`src/rtl/btn_debounce_pkg.sv`:
```
// Shared constants and state encoding for the push-button debouncer.
// The counter top reuses the default divider settings from here.
package btn_debounce_pkg;

  localparam int unsigned TickDivDefault = 1_000_000;  // 10 ms at 100 MHz
  localparam int unsigned TickWDefault   = 20;

  typedef enum logic [2:0] {
    StZero   = 3'd0,
    StWait11 = 3'd1,
    StWait12 = 3'd2,
    StWait13 = 3'd3,
    StOne    = 3'd4,
    StWait01 = 3'd5,
    StWait02 = 3'd6,
    StWait03 = 3'd7
  } state_e;

endpackage

```
`src/rtl/btn_debounce_if.sv`:
```
// Button-side signal bundle: raw button in, debounced level and press tick out.
interface btn_debounce_if;

  logic btn;
  logic db_level;
  logic tick;

  modport master (
    output btn,
    input  db_level,
    input  tick
  );

  modport slave (
    input  btn,
    output db_level,
    output tick
  );

endinterface

```
`src/rtl/btn_sync_2ff.sv`:
```
// Two-flop synchronizer for a single asynchronous level, cleared to 0 on reset.
module btn_sync_2ff (
  input  logic clk,
  input  logic reset,
  input  logic d,
  output logic q
);

  logic meta_q;

  always_ff @(posedge clk or negedge reset) begin
    if (!reset) begin
      meta_q <= 1'b0;
      q      <= 1'b0;
    end else begin
      meta_q <= d;
      q      <= meta_q;
    end
  end

endmodule

```
`src/rtl/btn_debounce.sv`:
```
// Push-button debouncer: synchronizer, free-running sample divider and a
// three-sample stability FSM that emits one registered tick per accepted press.
module btn_debounce
  import btn_debounce_pkg::*;
#(
  parameter int unsigned TICK_DIV = TickDivDefault,
  parameter int unsigned TICK_W   = TickWDefault
) (
  input logic           clk,
  input logic           reset,
  btn_debounce_if.slave bus
);

  localparam logic [TICK_W-1:0] DivLast = TICK_W'(TICK_DIV - 1);

  logic              btn_s;
  logic [TICK_W-1:0] div_q, div_d;
  logic              m_tick;
  state_e            state_q, state_d;
  logic              db_level_q;
  logic              tick_q;

  btn_sync_2ff u_sync (
    .clk   (clk),
    .reset (reset),
    .d     (bus.btn),
    .q     (btn_s)
  );

  // Divider free-runs; button activity never restarts it.
  assign m_tick = (div_q == DivLast);
  assign div_d  = m_tick ? '0 : div_q + TICK_W'(1);

  always_ff @(posedge clk or negedge reset) begin
    if (!reset) begin
      div_q <= '0;
    end else begin
      div_q <= div_d;
    end
  end

  // In every WAIT state a level change outranks a coinciding sample tick.
  always_comb begin
    state_d = state_q;
    case (state_q)
      StZero:   if (btn_s)  state_d = StWait11;
      StWait11: if (!btn_s) state_d = StZero; else if (m_tick) state_d = StWait12;
      StWait12: if (!btn_s) state_d = StZero; else if (m_tick) state_d = StWait13;
      StWait13: if (!btn_s) state_d = StZero; else if (m_tick) state_d = StOne;
      StOne:    if (!btn_s) state_d = StWait01;
      StWait01: if (btn_s)  state_d = StOne;  else if (m_tick) state_d = StWait02;
      StWait02: if (btn_s)  state_d = StOne;  else if (m_tick) state_d = StWait03;
      StWait03: if (btn_s)  state_d = StOne;  else if (m_tick) state_d = StZero;
      default:  state_d = StZero;
    endcase
  end

  always_ff @(posedge clk or negedge reset) begin
    if (!reset) begin
      state_q    <= StZero;
      db_level_q <= 1'b0;
      tick_q     <= 1'b0;
    end else begin
      state_q    <= state_d;
      db_level_q <= (state_d == StOne) || (state_d == StWait01) ||
                    (state_d == StWait02) || (state_d == StWait03);
      tick_q     <= (state_q == StWait13) && (state_d == StOne);
    end
  end

  assign bus.db_level = db_level_q;
  assign bus.tick     = tick_q;

endmodule

```
`src/flat_wrapper.sv`:
```
// flat-port wrapper written by rule: the top's interface ports become plain ports
module btn_debounce_flat import btn_debounce_pkg::*;
#(
  parameter int unsigned TICK_DIV = TickDivDefault,
  parameter int unsigned TICK_W   = TickWDefault
)
  (clk, reset, bus_btn, bus_db_level, bus_tick);
  btn_debounce_if bus_i ();
  input logic clk;
  input logic reset;
  input wire logic [$bits(bus_i.btn)-1:0] bus_btn;
  output wire logic [$bits(bus_i.db_level)-1:0] bus_db_level;
  output wire logic [$bits(bus_i.tick)-1:0] bus_tick;
  assign bus_i.btn = bus_btn;
  assign bus_db_level = bus_i.db_level;
  assign bus_tick = bus_i.tick;
  btn_debounce #(.TICK_DIV(TICK_DIV), .TICK_W(TICK_W)) u_core (.clk(clk), .reset(reset), .bus(bus_i));
endmodule
```
`config.mk`:
```
export PLATFORM = sky130hd
export DESIGN_NAME = btn_debounce_flat
export DESIGN_NICKNAME = d
export VERILOG_FILES = /design/src/rtl/btn_debounce_pkg.sv /design/src/rtl/btn_debounce_if.sv /design/src/rtl/btn_sync_2ff.sv /design/src/rtl/btn_debounce.sv /design/src/flat_wrapper.sv
export SDC_FILE = /design/constraint.sdc
export NUM_CORES = 1
export LEC_CHECK = 0
export CAP_MARGIN = 5
export CORE_ASPECT_RATIO = 0.8
export CORE_UTILIZATION = 52
export DETAILED_ROUTE_END_ITERATION = 7
export GPL_TIMING_DRIVEN = 0
export MAX_ROUTING_LAYER = met4
export PLACE_DENSITY = 0.77
export RECOVER_POWER = 100
export SETUP_SLACK_MARGIN = 0.4
export SLEW_MARGIN = 30
export SYNTH_ARGS = -nofsm -noshare
export SYNTH_HDL_FRONTEND = slang
export SYNTH_SLANG_ARGS = --single-unit
```
`constraint.sdc`:
```
create_clock -name clk -period 2.45 [get_ports clk]
set_input_delay 0.49 -clock clk [delete_from_list [all_inputs] [get_ports clk]]
set_output_delay 0.49 -clock clk [all_outputs]
set_load 0.01 [all_outputs]
```
Yosys cells after proc, flatten, opt, wreduce, memory -nomap -nowiden --
Index checks and enable logic that the tools add are counted.
Word-level totals: register bits 27, input bits 3, output and inout port bits 2, word-level logic and storage cells 40
Operators by class: add/sub/neg operators 1, equal/unequal tests 12, muxes and demuxes 16, reductions and logical operators 5
Operators with widths (count):
- two-way mux 3 bit | 14
- == test 3 bit (second input constant) | 8
- case mux 3 bit (8 select lines) | 1
- adder 20 x 1 -> 20 bit (second input constant) | 1
- == test 20 bit (second input constant) | 1
- two-way mux 20 bit | 1
- == test 3 x 2 -> 1 bit (second input constant) | 2
- == test 3 x 1 -> 1 bit (second input constant) | 1
- zero test 3 bit | 1
- logical OR 1 bit | 3
- logical AND 1 bit | 1

Logic depth before layout (Yosys ltp) --
depth after elaboration 8, mapped depth 6, gate-level depth less buffers 5

Hierarchy --
From an unflattened synthesis, not the netlist that was laid out.
Second synthesis, totals: cells, all modules 119, area, all modules 1280.0 um2
By module, submodules not included:
- btn_debounce | times used 1, cells each 117, area an instance 1229.9 um2
- btn_sync_2ff | times used 1, cells each 2, area an instance 50.0 um2

Worst setup path before layout --
OpenSTA, ideal clock, no wires.
path type register -> register, start point register u_core.div_q[8], end point register u_core.db_level_q (netlist: u_core.bus.db_level), library setup time 0.128 ns, data arrival time 2.169 ns, path slack 0.154 ns, stages on the path, launching flop included 6, path buffers 1, clock period less this slack 2.296 ns, cell sequence dfrtp_1 > or4b_1 > or4_1 > buf_2 > nor4_4 > mux2_1
On the way: word-level cells in the longest chain between the ends 8
Ends and longest elaborated chain:
- start, declared | RTL line btn_debounce.sv:17 | logic [TICK_W-1:0] div_q, div_d;
- start signal, assigned | RTL line btn_debounce.sv:38 | div_q <= div_d;
- == test 20 bit (*) | RTL line btn_debounce.sv:31 | assign m_tick = (div_q == DivLast);
- two-way mux 3 bit, or another cell as far along (2 in a row) | RTL line btn_debounce.sv:53 | StWait03: if (btn_s) state_d = StOne; else if (m_tick) state_d = StZero;
- case mux 3 bit (8 select lines) (*) | RTL line btn_debounce.sv:45 | case (state_q)
- == test 3 bit | RTL line btn_debounce.sv:65 | db_level_q <= (state_d == StOne) || (state_d == StWait01) ||
- logical OR 1 bit (2 in a row) | RTL line btn_debounce.sv:65
- logical OR 1 bit (*) | RTL line btn_debounce.sv:66 | (state_d == StWait02) || (state_d == StWait03);
- end signal, assigned | RTL line btn_debounce.sv:65
- end, declared | RTL line btn_debounce.sv:20 | logic db_level_q;
Mark *: on every way between the ends. The rest lies on a longest branch, timed or not.

Final worst setup path --
start point register u_core.div_q[13], end point register u_core.state_q[2]
On the way: word-level cells in the longest chain between the ends 4
Ends and longest elaborated chain:
- == test 20 bit (*) | RTL line btn_debounce.sv:31
- two-way mux 3 bit, or another cell as far along (2 in a row) | RTL line btn_debounce.sv:53
- case mux 3 bit (8 select lines) (*) | RTL line btn_debounce.sv:45
- net u_core.state_d[2] | RTL line btn_debounce.sv:19 | state_e state_q, state_d;
- end signal, assigned | RTL line btn_debounce.sv:60 | state_q <= StZero;
- end signal, assigned | RTL line btn_debounce.sv:64 | state_q <= state_d;
- end, declared | RTL line btn_debounce.sv:19
The timed path passes the listed nets; every way through them passes the cells marked *.

==> impl_metrics.py <==
metrics = {
    "status": {
        "run_status": "finished clean",
    },
    "logic_synthesis": {
        "synth_top_area_share_pct": 54.77,
        "postSynthCellCount": 116,
        "ys_ff_latch": 27,
        "synthAdderAreaFrac_pct": 1.014,
        "yosysSeqAreaShare_pct": 54.77,
        "mappedNetlistNets": 120,
        "muxShareOfSynthArea_pct": 1.826,
        "synth_compound_area_share_pct": 2.941,
        "ys_types": 30,
        "synthXorXnorAreaFrac_pct": 9.939,
        "ys_warn_count": 0,
        "synth.area.top_cells": "dfrtp_1 (55%), xnor2_1 (5.7%), nor2_1 (4.3%), xor2_1 (4.3%), nor4_1 (3.5%)",
        "synth_area_per_cell_um2": 10.64,
        "yosysTopAreaCell": "dfrtp_1",
        "synth-simple-area-share_pct": 27.59,
        "synth_area_um2": 1234,
        "synth_top_family_by_area": "simple AND/OR/NAND/NOR gates",
    },
    "critical_path": {
        "crit_end": "u_core.state_q[2]",
        "rrSetupSlack_ns": 0.18,
        "reg2regPathDepth": 5,
        "path_class": "reg2reg",
        "cp_max_fo": 6,
        "regToRegStartpoint": "u_core.div_q[13]",
        "cp-start-kind": "flip-flop",
        "r2r_end": "u_core.state_q[2]",
        "worstPathArrival_ns": 2.49,
        "cp.required_ns": 2.68,
        "crit_path_end_kind": "flip-flop",
        "cp-startpoint": "u_core.div_q[13]",
    },
    "pwr": {
        "p_sw_share_pct": 22.03,
        "power_frac_comb_pct": 1.9,
        "p_per_area_nw_per_um2": 472.6,
        "peakVddDrop_mv": 0.4413,
        "p_clk_share_pct": 29.6,
        "cellInternalPower_mw": 0.5122,
        "p_sw_mw": 0.1448,
        "p_seq_share_pct": 68.5,
        "leakagePower_nw": 0.6550,
        "power_mw": 0.6569,
    },
    "drt": {
        "drtIter0Drc": 37,
        "drc": 0,
        "dr.pass1.iters": 4,
        "wl_um": 2239,
        "vias_per_cell": 5.665,
        "via_count": 878,
        "ant_nets": 0,
        "wl_per_cell_um": 14.45,
    },
    "cts": {
        "cts_tree": "built",
        "clock_latency_ns": 0.32,
        "cts_buffer_depth": 2,
        "cts.hold.buffers_added": 0,
        "htree_levels": 1,
        "cts-buffers-inserted": 3,
        "clkSlewWorstSetupHoldPaths_ns": 0.14,
        "cts_sinks": 27,
        "cts-root-buf": "clkbuf_4",
    },
    "worst_hold_path": {
        "hp-class": "reg2reg",
    },
    "global_routing": {
        "overflow": 0,
        "grt_use_met1_pct": 27.70,
        "use_met3_pct": 6.818,
        "grt_antenna_before_repair": 0,
        "grt_use_met2_pct": 30.35,
        "grt_pass1_wl_um": 3767,
        "grt_max_degree": 28,
        "track_usage_pct": 20.79,
        "grt.busiest_layer": "met2",
        "grt_pass1_vias": 788,
    },
    "floorplanning": {
        "initial_utilization_pct": 56.18,
        "num_io_pins": 5,
        "die_width_um": 56.46,
        "die_y_um": 45.57,
        "core-area_um2": 2196,
        "die-area_um2": 2572,
        "row_count": 15,
    },
    "placement": {
        "io_buffers": 4,
        "dpl.hpwl_um": 1478,
        "placed_cell_area_um2": 1306,
        "placed_cells": 145,
        "routabilityCongestion": 0.7843,
    },
    "sta": {
        "max-slew-margin-rel_pct": 7.531,
        "period_needed_ns": 2.267,
        "fin_tns_setup_ns": 0,
        "hold_viol": 0,
        "fmax_mhz": 441.2,
        "setup_viol": 0,
        "rsz0062_at_grt": "true",
        "finalClockSkew_ns": 0.0009524,
        "worstMarginPinSlew_ns": 1.387,
        "drv_slew": 0,
        "finalCritPeriodShare_pct": 92.52,
    },
    "layout": {
        "final_cells": 155,
        "nNetsFinal": 135,
        "area_growth_pct": 12.68,
        "fin_util_pct": 63.30,
        "nFillCells": 175,
        "fin_area_um2": 1390,
        "n_antenna_cell": 0,
        "final_layout_size_suffix_gt1_share_pct": 12.31,
    },
    "job": {
        "maxCapViolCount": 0,
    },
}
==> worst min path at each step <==
stage | from | to | cells after the start | slack [ns]
final | u_core.u_sync.meta_q | u_core.u_sync.q | 0 | 0.37
after global routing | u_core.u_sync.meta_q | u_core.u_sync.q | 0 | 0.38
after floorplan | reset | u_core.bus.db_level | 0 | 0.19
after detailed placement | u_core.u_sync.meta_q | u_core.u_sync.q | 0 | 0.35
after CTS | reset | u_core.div_q[14] | 1 | 0.15
after global placement | u_core.u_sync.meta_q | u_core.u_sync.q | 0 | 0.34
==> placed cells by master (no fill, tap or decap), types with 2 or more instances in the layout <==
cell type and instances:
dfrtp_1 27, nor2_1 13, nand2_1 8, xnor2_1 8, nand3_1 7, nor4_1 7, xor2_1 6, buf_4 6
and3_1 4, or4_1 3, clkbuf_1 3, inv_1 3, a21oi_1 3, clkbuf_4 3, dlygate4sd3_1 3, nand4_1 2
and3b_1 2, nor3_1 2, and4_1 2, mux2_1 2
==> final cells by class <==
| cell class | instances | area [um^2] | area share, % |
|---|---|---|---|
| plain buffers | 3 | 18.77 | 1.350 |
| clock buffers | 3 | 22.52 | 1.620 |
| clock inverters | 1 | 5.005 | 0.3600 |
| inverters | 3 | 11.26 | 0.8101 |
| multi-input cells | 83 | 546.8 | 39.33 |
| flip-flops and latches | 27 | 675.6 | 48.60 |
| well taps | 25 | 31.28 | 2.250 |
| repair buffers | 10 | 78.83 | 5.671 |
==> flip-flops by register name, summed over array words and instances, names as in the netlist <==
signal	count
u_core.u_sync.q	1
u_core.state_q	3
u_core.div_q	20
u_core.u_sync.meta_q	1
u_core.bus.tick	1
u_core.bus.db_level	1
==> stage by stage <==
stage / hold slack (ns) / setup WS (ns)
finish: 0.3727 / 0.1833
global route: 0.3834 / 0.08507
CTS: 0.1491 / 0.1803
detailed placement: 0.3471 / 0.01113
global placement: 0.3394 / 0.06260
floorplan: 0.1944 / 0.2568
==> kinds of logic after synthesis <==
| group | count (synthesis) |
|---|---|
| and+or+nand+nor | 60 |
| adders and majority gates | 1 |
| DFF | 27 |
| xor gates and xnor gates | 14 |
| muxes | 2 |
| buffers and inverters | 6 |
| AOI/OAI and AO/OA | 6 |
==> cell usage after synthesis, drive strengths merged <==
library cell  number
and3               4
nand4              2
ha                 1
and4               2
nor4               8
or4b               1
o31ai              1
mux2               2
nand3              7
dfrtp             27
nand2              8
a21oi              3
clkbuf             2
nor2              14
a211oi             1
or4                3
inv                3
and3b              2
nand2b             1
nor3               3
buf                1
and2               1
xnor2              8
or2                2
nor2b              1
xor2               6
a31oi              1
or3                1
==> worst max-delay path: stages, from the launching register on <==
cell,delay (ns)
dfrtp_1,0.40
or4_1,0.52
or4_1,0.53
buf_6,0.15
nor4_4,0.20
mux2_1,0.36
==> routing by layer <==
| metal | vias up | share of wire (%) |
|---|---|---|
| li1 | 435 | - |
| met1 | 413 | 50 |
| met2 | 26 | 43 |
| met3 | 4 | 4.9 |
| met4 | 0 | 1.7 |
| met5 | - | 0 |
==> timing repair <==
| action | in CTS | in global routing |
|---|---|---|
| resized for setup | 5 | 0 |
| buffers inserted | 6 | 0 |
| setup endpoints to repair | 15 | 15 |
| pin swaps | 3 | 1 |
==> power by group through the flow <==
| stage | Sequential [mW] | Clock, mW | Combinational, mW |
|---|---|---|---|
| floorplan | 0.458 | 0 | 0.00192 |
| global placement | 0.458 | 0 | 0.0138 |
| detailed placement | 0.458 | 0 | 0.0132 |
| CTS | 0.450 | 0.198 | 0.0139 |
| global route | 0.451 | 0.215 | 0.0153 |
| finish | 0.450 | 0.194 | 0.0128 |
No activity file was read; power rests on OpenSTA's default activity.
